File: src/rtl/servo_cmd_encoder.sv
`default_nettype none
// +----------------------------------------------------------------------------+
// | Module  : servo_cmd_encoder                                                |
// | Purpose : push-button front end for the servo PWM stage; debounces        |
// |           L/N/R, issues paced one-hot commands on DOUT.                    |
// | Options : AUTOREPEAT_EN enables held-button auto-repeat for L and R.       |
// | Revision: 1.0  initial release                                             |
// +----------------------------------------------------------------------------+
module servo_cmd_encoder #(
`ifdef AUTOREPEAT_EN
  parameter int REPEAT_DELAY   = 64,
  parameter int REPEAT_TICKS   = 16,
`endif
  parameter int DEBOUNCE_TICKS = 16,
  parameter int HOLDOFF_TICKS  = 4
) (
  input  logic       SCLK,
  input  logic       RESET,
  input  logic       BTN_L,
  input  logic       BTN_N,
  input  logic       BTN_R,
  output logic [2:0] DOUT,
  output logic       BUSY,
  output logic       OVERRUN
);

  localparam int              DB_W      = $clog2(DEBOUNCE_TICKS + 1);
  localparam logic [DB_W-1:0] DB_MAX    = DB_W'(DEBOUNCE_TICKS);
  localparam int              T_W       = $clog2(HOLDOFF_TICKS + 2);
  localparam logic [T_W-1:0]  HOLD_LOAD = T_W'(HOLDOFF_TICKS - 1);
  localparam logic [T_W-1:0]  ISSUE_LOAD = T_W'(1);

  typedef enum logic [1:0] {
    S_IDLE  = 2'd0,
    S_ISSUE = 2'd1,
    S_HOLD  = 2'd2
  } state_t;

  // Bit order everywhere matches the command encoding: [2]=L, [1]=N, [0]=R.
  logic [2:0] sync1_q, sync2_q, deb_prev_q;
  logic [2:0] deb_lvl;
  logic [2:0] press_req;
  logic [2:0] new_req;

  always_ff @(posedge SCLK) begin
    if (RESET) begin
      sync1_q    <= 3'b000;
      sync2_q    <= 3'b000;
      deb_prev_q <= 3'b000;
    end else begin
      sync1_q    <= {BTN_L, BTN_N, BTN_R};
      sync2_q    <= sync1_q;
      deb_prev_q <= deb_lvl;
    end
  end

  for (genvar b = 0; b < 3; b++) begin : g_btn
    logic [DB_W-1:0] cnt_q;
    logic            deb_bit_q;

    always_ff @(posedge SCLK) begin
      if (RESET) begin
        cnt_q     <= '0;
        deb_bit_q <= 1'b0;
      end else if (sync2_q[b] == deb_bit_q) begin
        cnt_q <= '0;
      end else if (cnt_q == DB_MAX) begin
        cnt_q     <= '0;
        deb_bit_q <= sync2_q[b];
      end else begin
        cnt_q <= cnt_q + 1'b1;
      end
    end

    assign deb_lvl[b] = deb_bit_q;
  end

  assign press_req = deb_lvl & ~deb_prev_q;

`ifdef AUTOREPEAT_EN
  localparam int              RP_W      = $clog2(REPEAT_DELAY + 1);
  localparam logic [RP_W-1:0] RP_DELAY  = RP_W'(REPEAT_DELAY);
  localparam logic [RP_W-1:0] RP_RELOAD = RP_W'(REPEAT_DELAY - REPEAT_TICKS + 1);

  logic [2:0] rpt_req;

  // Only L (bit 2) and R (bit 0) repeat; counter measures cycles since the press edge.
  for (genvar i = 0; i < 2; i++) begin : g_rpt
    localparam int BI = 2 * i;
    logic [RP_W-1:0] rcnt_q;

    always_ff @(posedge SCLK) begin
      if (RESET || !deb_lvl[BI]) begin
        rcnt_q <= '0;
      end else if (rcnt_q == RP_DELAY) begin
        rcnt_q <= RP_RELOAD;
      end else begin
        rcnt_q <= rcnt_q + 1'b1;
      end
    end

    assign rpt_req[BI] = deb_lvl[BI] && (rcnt_q == RP_DELAY);
  end

  assign rpt_req[1] = 1'b0;
  assign new_req    = press_req | rpt_req;
`else
  assign new_req = press_req;
`endif

  function automatic logic [2:0] pick_top(input logic [2:0] v);
    logic [2:0] r;
    r = 3'b000;
    if (v[2])      r = 3'b100;
    else if (v[1]) r = 3'b010;
    else if (v[0]) r = 3'b001;
    return r;
  endfunction

  logic [2:0] req_first, req_second;
  logic [1:0] n_req;

  assign req_first  = pick_top(new_req);
  assign req_second = pick_top(new_req & ~req_first);
  assign n_req      = {1'b0, new_req[0]} + {1'b0, new_req[1]} + {1'b0, new_req[2]};

  state_t         state_q, state_d;
  logic [T_W-1:0] tmr_q, tmr_d;
  logic [2:0]     dout_q, dout_d;
  logic [2:0]     pend_q, pend_d;
  logic           ovr_q, ovr_d;
  logic           can_issue;

  always_ff @(posedge SCLK) begin
    if (RESET) begin
      state_q <= S_IDLE;
      tmr_q   <= '0;
      dout_q  <= 3'b000;
      pend_q  <= 3'b000;
      ovr_q   <= 1'b0;
    end else begin
      state_q <= state_d;
      tmr_q   <= tmr_d;
      dout_q  <= dout_d;
      pend_q  <= pend_d;
      ovr_q   <= ovr_d;
    end
  end

  always_comb begin
    state_d   = state_q;
    tmr_d     = tmr_q;
    dout_d    = dout_q;
    pend_d    = pend_q;
    ovr_d     = 1'b0;
    can_issue = 1'b0;

    case (state_q)
      S_IDLE:  can_issue = 1'b1;
      S_ISSUE: begin
        if (tmr_q == '0) begin
          state_d = S_HOLD;
          tmr_d   = HOLD_LOAD;
          dout_d  = 3'b000;
        end else begin
          tmr_d = tmr_q - 1'b1;
        end
      end
      // The last holdoff cycle makes the idle decision itself so back-to-back
      // commands start exactly 2+HOLDOFF_TICKS cycles apart.
      S_HOLD: begin
        if (tmr_q == '0) can_issue = 1'b1;
        else             tmr_d     = tmr_q - 1'b1;
      end
      default: begin
        state_d = S_IDLE;
        tmr_d   = '0;
        dout_d  = 3'b000;
      end
    endcase

    if (can_issue) begin
      state_d = S_IDLE;
      dout_d  = 3'b000;
      if (pend_q != 3'b000) begin
        state_d = S_ISSUE;
        tmr_d   = ISSUE_LOAD;
        dout_d  = pend_q;
        pend_d  = req_first;
        ovr_d   = (n_req >= 2'd2);
      end else if (new_req != 3'b000) begin
        state_d = S_ISSUE;
        tmr_d   = ISSUE_LOAD;
        dout_d  = req_first;
        pend_d  = req_second;
        ovr_d   = (n_req == 2'd3);
      end
    end else if ((state_q == S_ISSUE || state_q == S_HOLD) && new_req != 3'b000) begin
      pend_d = req_first;
      ovr_d  = (pend_q != 3'b000) || (n_req >= 2'd2);
    end
  end

  assign DOUT    = dout_q;
  assign BUSY    = (state_q == S_ISSUE) || (state_q == S_HOLD);
  assign OVERRUN = ovr_q;

endmodule
`default_nettype wire
File: config.mk
export PLATFORM = sky130hd
export DESIGN_NAME = servo_cmd_encoder
export DESIGN_NICKNAME = d
export VERILOG_FILES = /design/src/rtl/servo_cmd_encoder.sv
export SDC_FILE = /design/constraint.sdc
export NUM_CORES = 1
export LEC_CHECK = 0
export BUFFER_PORTS_ARGS = -buffer_cell sky130_fd_sc_hd__buf_2
export CELL_PAD_IN_SITES_DETAIL_PLACEMENT = 0
export CELL_PAD_IN_SITES_GLOBAL_PLACEMENT = 1
export CORE_UTILIZATION = 46
export DETAILED_ROUTE_END_ITERATION = 8
export PLACE_DENSITY_LB_ADDON = 0.1
export SLEW_MARGIN = 30
export SYNTH_ARGS = -nofsm -noshare
export SYNTH_HDL_FRONTEND = slang
export SYNTH_SLANG_ARGS = --single-unit
File: constraint.sdc
create_clock -name SCLK -period 1.98 [get_ports SCLK]
set_input_delay 0.099 -clock SCLK [delete_from_list [all_inputs] [get_ports SCLK]]
set_output_delay 0.099 -clock SCLK [all_outputs]
set_load 0.005 [all_outputs]
==> results of run 1 <==
==> synth_stat cells (all sizes together) (2+ instances only) <==
cell,number
nand2,7
nor4bb,2
mux2i,3
or4b,2
or2,2
inv,17
xnor2,7
nand2b,3
a2111oi,2
xor2,6
clkbuf,4
ha,13
nor2,22
nand3,11
nor2b,9
a21oi,9
or3,4
nor3,7
dfxtp,39
o21ai,9
==> per-stage QoR <==
step | hold slack, ns | cells | instance area, um2 | power [mW]
after floorplan | 0.227 | 195 | 1770 | 0.831
after global placement | 0.317 | 249 | 1870 | 0.838
after detailed placement | 0.317 | 249 | 1870 | 0.839
after CTS | 0.0111 | 257 | 1960 | 1.37
after global routing | 0.00930 | 257 | 1960 | 1.40
final | 0.0166 | 257 | 1960 | 1.35
==> sequential cells by signal, summed over array words and instances, names as in the netlist <==
| register | flops |
|---|---|
| g_btn.deb_bit_q | 3 |
| DOUT | 3 |
| sync2_q | 3 |
| deb_prev_q | 3 |
| pend_q | 3 |
| OVERRUN | 1 |
| state_q | 2 |
| g_btn.cnt_q | 15 |
| tmr_q | 3 |
| sync1_q | 3 |
==> cell families after synthesis <==
group	after synthesis	synth area share
fa+ha+maj	14	0.103
xor+xnor	13	0.0644
mux	3	0.0170
simple gates	73	0.216
buf+inv	23	0.0495
flops	39	0.441
compound gates	30	0.108
==> report_power, final <==
group / switching, mW / internal [mW] / leakage (nW)
logic: 0.0147 / 0.0102 / 0.386
clock network: 0.282 / 0.245 / 0.0402
registers: 0.00383 / 0.791 / 0.316
==> worst paths after layout <==
path / end / slack, ns / startpoint
hold reg to reg: sync2_q[1] / 0.44 / sync1_q[1]
hold / removal: sync1_q[1] / 0.02 / BTN_N
setup reg to reg: pend_q[0] / 0.18 / state_q[0]
setup / recovery: pend_q[0] / 0.18 / state_q[0]
==> final cells by class <==
cell class                      instances  area (um2)
Multi-Input combinational cell        133         901
Inverter                               18        67.6
Tap cell                               48        60.1
Sequential cell                        39         781
Clock inverter                          3        20.0
Timing Repair Buffer                   11        60.1
Fill cell                             340        1700
Clock buffer                            5        68.8
==> routing by layer <==
metal	vias to the layer above	track usage
li1	685	-
met2	19	0.289
met1	629	0.205
met5	-	0
met3	5	0.0554
met4	0	0.0625
==> flow_metrics.env, run 1 <==
export IMPL_outcome="completed"
export IMPL_antenna_found_initial=0
export IMPL_clk_latency_ns=0.29
export IMPL_cts_repair_resized=0
export IMPL_reg2reg_depth=6
export IMPL_fin_crit_ns=1.80
export IMPL_final_hold_violation_count=0
export IMPL_ys_async_sr_fraction=0
export IMPL_gp_congestion=0.815
export IMPL_crit_path_end_kind="flop"
export IMPL_top_layer="met4"
export IMPL_syn_inst=195
export IMPL_num_antenna_cells=0
export IMPL_clk_pin_slew_worst_paths_ns=0.08
export IMPL_vias=1338
export IMPL_synth_top_area_frac=0.441
export IMPL_ant_nets=0
export IMPL_power_leakage_nw=0.742
export IMPL_crit_fanout=4
export IMPL_grt_pass1_vias=1304
export IMPL_gr_usage_all_layers=0.172
export IMPL_yosys_top_cells_area="dfxtp_1 44%, ha_1 9.2%, nor2_1 4.7%, xnor2_1 3.5%, inv_1 3.4%"
export IMPL_wl_met2_um=1450
export IMPL_grt_ovfl_total=0
export IMPL_timing_fmax_mhz=557
export IMPL_cts_buffers=5
export IMPL_cts_tree="done"
export IMPL_netlist_area_um2=1770
export IMPL_crit_chain="inv_1 -> ha_1 -> and3b_1 -> or2_0 -> or4b_1 -> o41ai_1"
export IMPL_place_hpwl_um=2240
export IMPL_setup_ws_ns=0.184
export IMPL_synth_avg_cell_area_um2=9.07
export IMPL_rsz0062_at_grt="no"
export IMPL_htreeDepth=2
export IMPL_std_cell_rows=22
export IMPL_clockRootBuffer="clkbuf_8"
export IMPL_crit_path_top_delay_cell="or4b_1"
export IMPL_clk_path_buf_depth=2
export IMPL_pin_count=10
export IMPL_drive_gt1_frac=0.105
export IMPL_wl_met1_um=1460
export IMPL_yosys_warnings=0
export IMPL_hold_path_cell_count=2
export IMPL_chipWidth_um=64.0
export IMPL_worstMarginPinSlew_ns=0.534
export IMPL_grt_first_pass_wirelength_um=5530
export IMPL_post_cts_buffers=0
export IMPL_clock_skew_final_ns=0.00434
export IMPL_drc_errors=0
export IMPL_coreArea_um2=3660
export IMPL_worstSetupPathDepth=6
export IMPL_hold_buffers=0
export IMPL_post_route_util=0.535
export IMPL_first_iter_violations=51
export IMPL_syn_to_final_growth_pct=10.7
export IMPL_die_y_um=64.0
export IMPL_synth_main_ff_cell="dfxtp_1"
export IMPL_synth_seq_cells=39
export IMPL_critical_path_startpoint_type="flop"
export IMPL_max_stage_delay_ns=0.52
export IMPL_dieArea_um2=4100
export IMPL_critical_path_class="reg -> reg"
export IMPL_slew_limit_headroom=0.641
export IMPL_slew_viol_final=0
export IMPL_critPathRequiredTime_ns=2.17
export IMPL_wl_per_cell_um=11.9
export IMPL_nets=227
export IMPL_final_common_cell="dfxtp_1"
export IMPL_setup_viol=0
export IMPL_wl_met3_um=104
export IMPL_power_density_nw_per_um2=688
export IMPL_synth_edf_count=0
export IMPL_yosys_area_top_type="dfxtp_1"
export IMPL_finalCritPeriodShare=0.907
export IMPL_crit_family="simple AND/OR/NAND/NOR gates"
export IMPL_grt_max_degree=29
export IMPL_drt_first_pass_iters=4
export IMPL_pre_cts_ws_ns=0.195
export IMPL_viasPerCell=5.21
export IMPL_finalSetupTns_ns=0
export IMPL_syn_nets=214
export IMPL_routed_wl_um=3050
export IMPL_crit_arrival_ns=1.99
export IMPL_cts_sinks=39
export IMPL_synthDistinctLibCells=40
export IMPL_vdd_ir_drop_max_uv=463
export IMPL_timing_critical_path_buf_inv=1
export IMPL_mostFrequentLayoutCells="39 x dfxtp_1, 22 x nor2_1, 16 x inv_1, 13 x ha_1, 11 x nand3_1"
export IMPL_max_cap_violations=0
export IMPL_port_buffer_count=9
export IMPL_min_path_type="in -> reg"
export IMPL_ys_seq_area_frac=0.441
export IMPL_initial_core_util=0.483
Power figures use the tool's default switching activity.
==> run 2, diff against run 1 <==
--- a/config.mk
+++ b/config.mk
@@ -8,9 +8,11 @@
 export BUFFER_PORTS_ARGS = -buffer_cell sky130_fd_sc_hd__buf_2
 export CELL_PAD_IN_SITES_DETAIL_PLACEMENT = 0
 export CELL_PAD_IN_SITES_GLOBAL_PLACEMENT = 1
-export CORE_UTILIZATION = 46
+export CORE_UTILIZATION = 48
+export CTS_BUF_LIST = sky130_fd_sc_hd__clkbuf_8
 export DETAILED_ROUTE_END_ITERATION = 8
-export PLACE_DENSITY_LB_ADDON = 0.1
+export GPL_TIMING_DRIVEN = 0
+export PLACE_DENSITY = 0.84
 export SLEW_MARGIN = 30
 export SYNTH_ARGS = -nofsm -noshare
 export SYNTH_HDL_FRONTEND = slang
==> run 2 against run 1 <==
Effect of this change:
- routed wire length is 4.7% higher
- critical endpoint unchanged
- largest power group is now the clock network
- largest cell class unchanged
- utilization is 4.9 points higher
- setup slack got worse by 0.083 ns
==> flow_metrics.env, run 2 (synthesis gave the netlist of run 1 again) <==
export IMPL_critPathRequiredTime_ns=2.18
export IMPL_port_buffer_count=8
export IMPL_nets=229
export IMPL_mostFrequentLayoutCells="37 x dfxtp_1, 22 x nor2_1, 16 x inv_1, 13 x ha_1, 11 x nand3_1"
export IMPL_cts_repair_resized=0
export IMPL_pin_count=10
export IMPL_min_path_type="in -> reg"
export IMPL_routed_wl_um=3200
export IMPL_regMostFlops="g_btn.cnt_q"
export IMPL_final_common_cell="dfxtp_1"
export IMPL_hold_buffers=0
export IMPL_setup_viol=0
export IMPL_antenna_found_initial=0
export IMPL_crit_arrival_ns=2.08
export IMPL_grt_pass1_vias=1270
export IMPL_crit_fanout=9
export IMPL_critical_path_startpoint_type="flop"
export IMPL_grt_ovfl_total=0
export IMPL_first_iter_violations=69
export IMPL_grt_max_degree=14
export IMPL_largest_reg_flops=15
export IMPL_chipWidth_um=62.7
export IMPL_cts_buffers=5
export IMPL_rsz0062_at_grt="no"
export IMPL_final_hold_violation_count=0
export IMPL_grt_first_pass_wirelength_um=5690
export IMPL_power_mw=1.62
export IMPL_clk_path_buf_depth=2
export IMPL_dieArea_um2=3930
export IMPL_num_antenna_cells=0
export IMPL_coreArea_um2=3440
export IMPL_crit_path_end_kind="flop"
export IMPL_htreeDepth=2
export IMPL_timing_fmax_mhz=532
export IMPL_place_hpwl_um=2310
export IMPL_finalSetupTns_ns=0
export IMPL_initial_core_util=0.514
export IMPL_viasPerCell=5.37
export IMPL_vdd_ir_drop_max_uv=583
export IMPL_max_cap_violations=0
export IMPL_vias=1381
export IMPL_die_y_um=62.7
export IMPL_drt_first_pass_iters=4
export IMPL_clockRootBuffer="clkbuf_8"
export IMPL_worstMarginPinSlew_ns=0.617
export IMPL_gp_congestion=0.860
export IMPL_power_leakage_nw=0.761
export IMPL_fin_crit_ns=1.88
export IMPL_power_density_nw_per_um2=805
export IMPL_drive_gt1_frac=0.104
export IMPL_cts_tree="done"
export IMPL_cts_sinks=39
export IMPL_drc_errors=0
export IMPL_outcome="completed"
export IMPL_clock_skew_final_ns=0.00542
export IMPL_std_cell_rows=21
export IMPL_post_cts_buffers=0
export IMPL_holdWs_ns=0.0123
export IMPL_finalCritPeriodShare=0.949
export IMPL_wl_per_cell_um=12.4
export IMPL_gr_usage_all_layers=0.187
export IMPL_slew_viol_final=0
export IMPL_ant_nets=0
export IMPL_clk_latency_ns=0.30
export IMPL_clk_pin_slew_worst_paths_ns=0.08
export IMPL_critical_path_class="reg -> reg"
export IMPL_syn_to_final_growth_pct=13.5
export IMPL_slew_limit_headroom=0.585
run 2: changes by cell type in the layout (fill, tap and decap cells not counted), sizes merged:
cell and change:
buf -2, bufinv +2, clkbuf +4, clkinv -1, clkinvlp -1
run 2: final timing paths:
kind,start,endpoint,slack [ns],cells past startpoint
worst max-delay path,tmr_q[0],pend_q[0],0.10,7
worst min-delay path,BTN_L,sync1_q[2],0.01,2
worst max register to register,tmr_q[0],pend_q[0],0.10,7
worst min register to register,sync1_q[2],sync2_q[2],0.44,1
run 2: stage by stage:
| stage | setup slack [ns] | cell area [um2] | std cells | utilization |
|---|---|---|---|---|
| floorplan | 0.214 | 1770 | 195 | - |
| global placement | 0.106 | 1870 | 249 | 0.542 |
| detailed placement | 0.0672 | 1870 | 249 | 0.542 |
| CTS | 0.0486 | 2000 | 257 | 0.582 |
| global route | 0.0121 | 2010 | 257 | 0.583 |
| finish | 0.100 | 2010 | 257 | 0.583 |
run 2: critical path, stage by stage, from the launching register on:
cell and delay [ns]:
dfxtp_2 0.36, inv_1 0.07, ha_1 0.22, and3b_1 0.22, or2_0 0.19, buf_2 0.17, or4b_1 0.50, o41ai_1 0.07
run 2: report_power, final:
group,switching [mW],internal (mW),total (mW)
clock,0.295,0.503,0.797
sequential,0.00400,0.790,0.794
combinational,0.0156,0.0106,0.0262
run 2: final cells by class:
| class | count | area, um2 |
|---|---|---|
| clock inverters | 3 | 67.6 |
| inverters | 18 | 67.6 |
| multi-input cells | 133 | 901 |
| repair buffers | 8 | 40.0 |
| fillers | 299 | 1430 |
| clock buffers | 5 | 68.8 |
| flip-flops and latches | 39 | 786 |
| plain buffers | 5 | 20.0 |
| well taps | 46 | 57.6 |
run 2: metal layers:
| layer | track usage | up-vias | part of all wire | wire, um |
|---|---|---|---|---|
| met3 | 0.0657 | 5 | 0.044 | 139 |
| met2 | 0.306 | 29 | 0.47 | 1500 |
| met4 | 0.0640 | 0 | 0.013 | 42 |
| li1 | - | 691 | - | - |
| met1 | 0.228 | 656 | 0.47 | 1510 |
| met5 | 0 | - | 0 | 0 |
==> run 3, diff against run 2 <==
--- a/config.mk
+++ b/config.mk
@@ -5,10 +5,12 @@
 export SDC_FILE = /design/constraint.sdc
 export NUM_CORES = 1
 export LEC_CHECK = 0
+export ABC_AREA = 1
 export BUFFER_PORTS_ARGS = -buffer_cell sky130_fd_sc_hd__buf_2
+export CAP_MARGIN = 0
 export CELL_PAD_IN_SITES_DETAIL_PLACEMENT = 0
 export CELL_PAD_IN_SITES_GLOBAL_PLACEMENT = 1
-export CORE_UTILIZATION = 48
+export CORE_UTILIZATION = 47
 export CTS_BUF_LIST = sky130_fd_sc_hd__clkbuf_8
 export DETAILED_ROUTE_END_ITERATION = 8
 export GPL_TIMING_DRIVEN = 0
==> run 3 against run 2 <==
Effect of this change:
- non-clock buffer count decreased by 2
- utilization decreased by 2.1 points
- fmax increased by 27%
- clock power decreased by 22%
- critical path depth increased by 3
- power increased by 45%
- via count increased by 5.8%
- routed wire length increased by 0.47%
- register-to-register slack improved by 0.40 ns
- count of clock-buffer cells in the layout unchanged
- setup slack improved by 0.40 ns
- critical endpoint is now pend_q[1]
- largest power group is now sequential cells
==> flow_metrics.env, run 3 <==
export IMPL_outcome="completed"
export IMPL_setup_viol=0
export IMPL_critical_path_startpoint_type="flop"
export IMPL_synthAdderAreaFrac=0.0958
export IMPL_ys_seq_area_frac=0.409
export IMPL_worstMarginPinSlew_ns=0.426
export IMPL_syn_inst=238
export IMPL_hold_path_cell_count=3
export IMPL_post_route_util=0.562
export IMPL_die_y_um=65.7
export IMPL_clk_path_buf_depth=2
export IMPL_rsz0062_at_grt="no"
export IMPL_switchingPower_mw=0.818
export IMPL_max_cap_violations=0
export IMPL_reg2reg_depth=10
export IMPL_synth_seq_cells=39
export IMPL_critPathRequiredTime_ns=2.17
export IMPL_std_cell_rows=22
export IMPL_regMostFlops="g_btn.cnt_q"
export IMPL_crit_fanout=9
export IMPL_cts_sinks=39
export IMPL_synth_compound_area_share=0.0741
export IMPL_power_leakage_nw=0.927
export IMPL_syn_to_final_growth_pct=11.2
export IMPL_viasPerCell=4.84
export IMPL_ys_async_sr_fraction=0
export IMPL_drive_gt1_frac=0.173
export IMPL_grt_pass1_vias=1294
export IMPL_nets=273
export IMPL_mostFrequentLayoutCells="39 x dfxtp_1, 39 x nor2_1, 31 x inv_1, 29 x nand2_1, 14 x nand3_1"
export IMPL_power_density_nw_per_um2=1110
export IMPL_grt_first_pass_wirelength_um=5710
export IMPL_clk_pin_slew_worst_paths_ns=0.07
export IMPL_htreeDepth=2
export IMPL_vias=1461
export IMPL_post_cts_buffers=0
export IMPL_pre_cts_ws_ns=0.504
export IMPL_internal_power_mw=1.53
export IMPL_drt_first_pass_iters=4
export IMPL_seq_power_share=0.388
export IMPL_first_iter_violations=50
export IMPL_yosys_area_share_simple=0.289
export IMPL_clockRootBuffer="clkbuf_8"
export IMPL_ant_nets=0
export IMPL_gr_usage_all_layers=0.178
export IMPL_finalCritPeriodShare=0.748
export IMPL_yosys_area_top_type="dfxtp_1"
export IMPL_netlist_area_um2=1910
export IMPL_synth_avg_cell_area_um2=8.01
export IMPL_min_path_type="in -> reg"
export IMPL_clk_latency_ns=0.29
export IMPL_synth_main_ff_cell="dfxtp_1"
export IMPL_dieArea_um2=4320
export IMPL_synth_edf_count=0
export IMPL_initial_core_util=0.506
export IMPL_final_hold_violation_count=0
export IMPL_num_antenna_cells=0
export IMPL_vdd_ir_drop_max_uv=495
export IMPL_wl_per_cell_um=10.6
export IMPL_largest_reg_flops=15
export IMPL_synth_xor_area_frac=0.0505
export IMPL_slew_limit_headroom=0.716
export IMPL_chipWidth_um=65.7
export IMPL_clkPwrFrac=0.266
export IMPL_yosys_top_cells_area="dfxtp_1 41%, ha_1 8.5%, nor2_1 7.7%, inv_1 5.9%, nand2_1 5.7%"
export IMPL_clock_skew_final_ns=0.00265
export IMPL_grt_ovfl_total=0
export IMPL_combPwrFrac=0.346
export IMPL_routed_wl_um=3210
export IMPL_crit_arrival_ns=1.67
export IMPL_cts_buffers=5
export IMPL_antenna_found_initial=0
export IMPL_synth_top_area_frac=0.409
export IMPL_gp_congestion=0.839
export IMPL_critical_path_class="reg -> reg"
export IMPL_pin_count=10
export IMPL_finalSetupTns_ns=0
export IMPL_cts_tree="done"
export IMPL_synthDistinctLibCells=33
export IMPL_grt_max_degree=12
export IMPL_synth_common_cells="39 x dfxtp_1, 39 x nor2_1, 30 x inv_1"
export IMPL_switching_share=0.349
export IMPL_fin_crit_ns=1.48
export IMPL_synth_top_family_by_area="simple AND/OR/NAND/NOR gates"
export IMPL_setup_ws_ns=0.499
export IMPL_drc_errors=0
export IMPL_place_hpwl_um=2460
export IMPL_yosys_warnings=0
export IMPL_timing_fmax_mhz=675
export IMPL_synthMuxAreaShare=0
export IMPL_syn_nets=257
export IMPL_port_buffer_count=8
export IMPL_slew_viol_final=0
export IMPL_crit_path_end_kind="flop"
export IMPL_coreArea_um2=3770
run 3: layout make-up:
| type | count | area, um2 |
|---|---|---|
| inverter | 38 | 145 |
| sequential | 39 | 781 |
| buffer | 2 | 8.76 |
| timing repair buffer | 9 | 50.0 |
| clock buffer | 5 | 68.8 |
| tap | 48 | 60.1 |
| clock inverter | 2 | 33.8 |
| fill | 362 | 1650 |
| multi-input combinational | 159 | 972 |
run 3: metal layers:
metal  share of wire  track usage
met5               0            0
met4           0.019       0.0815
met3           0.038       0.0521
met2            0.46        0.274
met1            0.49        0.228
run 3: cell families after synthesis:
kind of cell / after synthesis
adder cells (fa/ha/maj): 14
AND/OR/NAND/NOR: 109
flip-flops: 39
AO/OA/AOI/OAI: 25
XOR/XNOR: 11
buffers and inverters: 40
run 3: worst max-delay path, stage by stage (launching register included):
cell and delay (ns):
dfxtp_1 0.38, inv_1 0.08, ha_1 0.28, inv_2 0.15, nand2_8 0.09, inv_4 0.08, nand2_2 0.07, nand2_2 0.10
nand2_1 0.06, nand2_1 0.05, nor2_1 0.04
run 3: metrics by stage:
step,instances,hold slack [ns],power (mW),instance area [um2]
detailed placement,294,0.307,1.74,2010
global placement,294,0.300,1.73,2010
floorplan,238,0.206,1.57,1910
finish,302,0.0115,2.35,2120
global route,302,0.00813,2.51,2120
CTS,301,0.00263,2.37,2110
run 3: path summary, 6_finish.rpt:
check	slack, ns	end	from
worst min-delay path	0.01	sync1_q[1]	BTN_N
worst max register to register	0.50	pend_q[1]	state_q[0]
worst min register to register	0.40	sync2_q[1]	sync1_q[1]
worst max-delay path	0.50	pend_q[1]	state_q[0]
run 3: power by group through the flow:
stage | logic (mW) | registers [mW] | clock network (mW)
2_1_floorplan | 0.650 | 0.921 | 0
3_3_place_gp | 0.805 | 0.928 | 0
3_5_place_dp | 0.813 | 0.929 | 0
4_1_cts | 0.817 | 0.911 | 0.644
5_1_grt | 0.901 | 0.920 | 0.688
6_report | 0.812 | 0.911 | 0.625
run 3: timing repair:
action | in CTS | in global routing
hold buffers | 0 | 1
hold endpoints to repair | 0 | 1
endpoints found under the setup margin | 0 | 0
gates resized for setup | 0 | 0
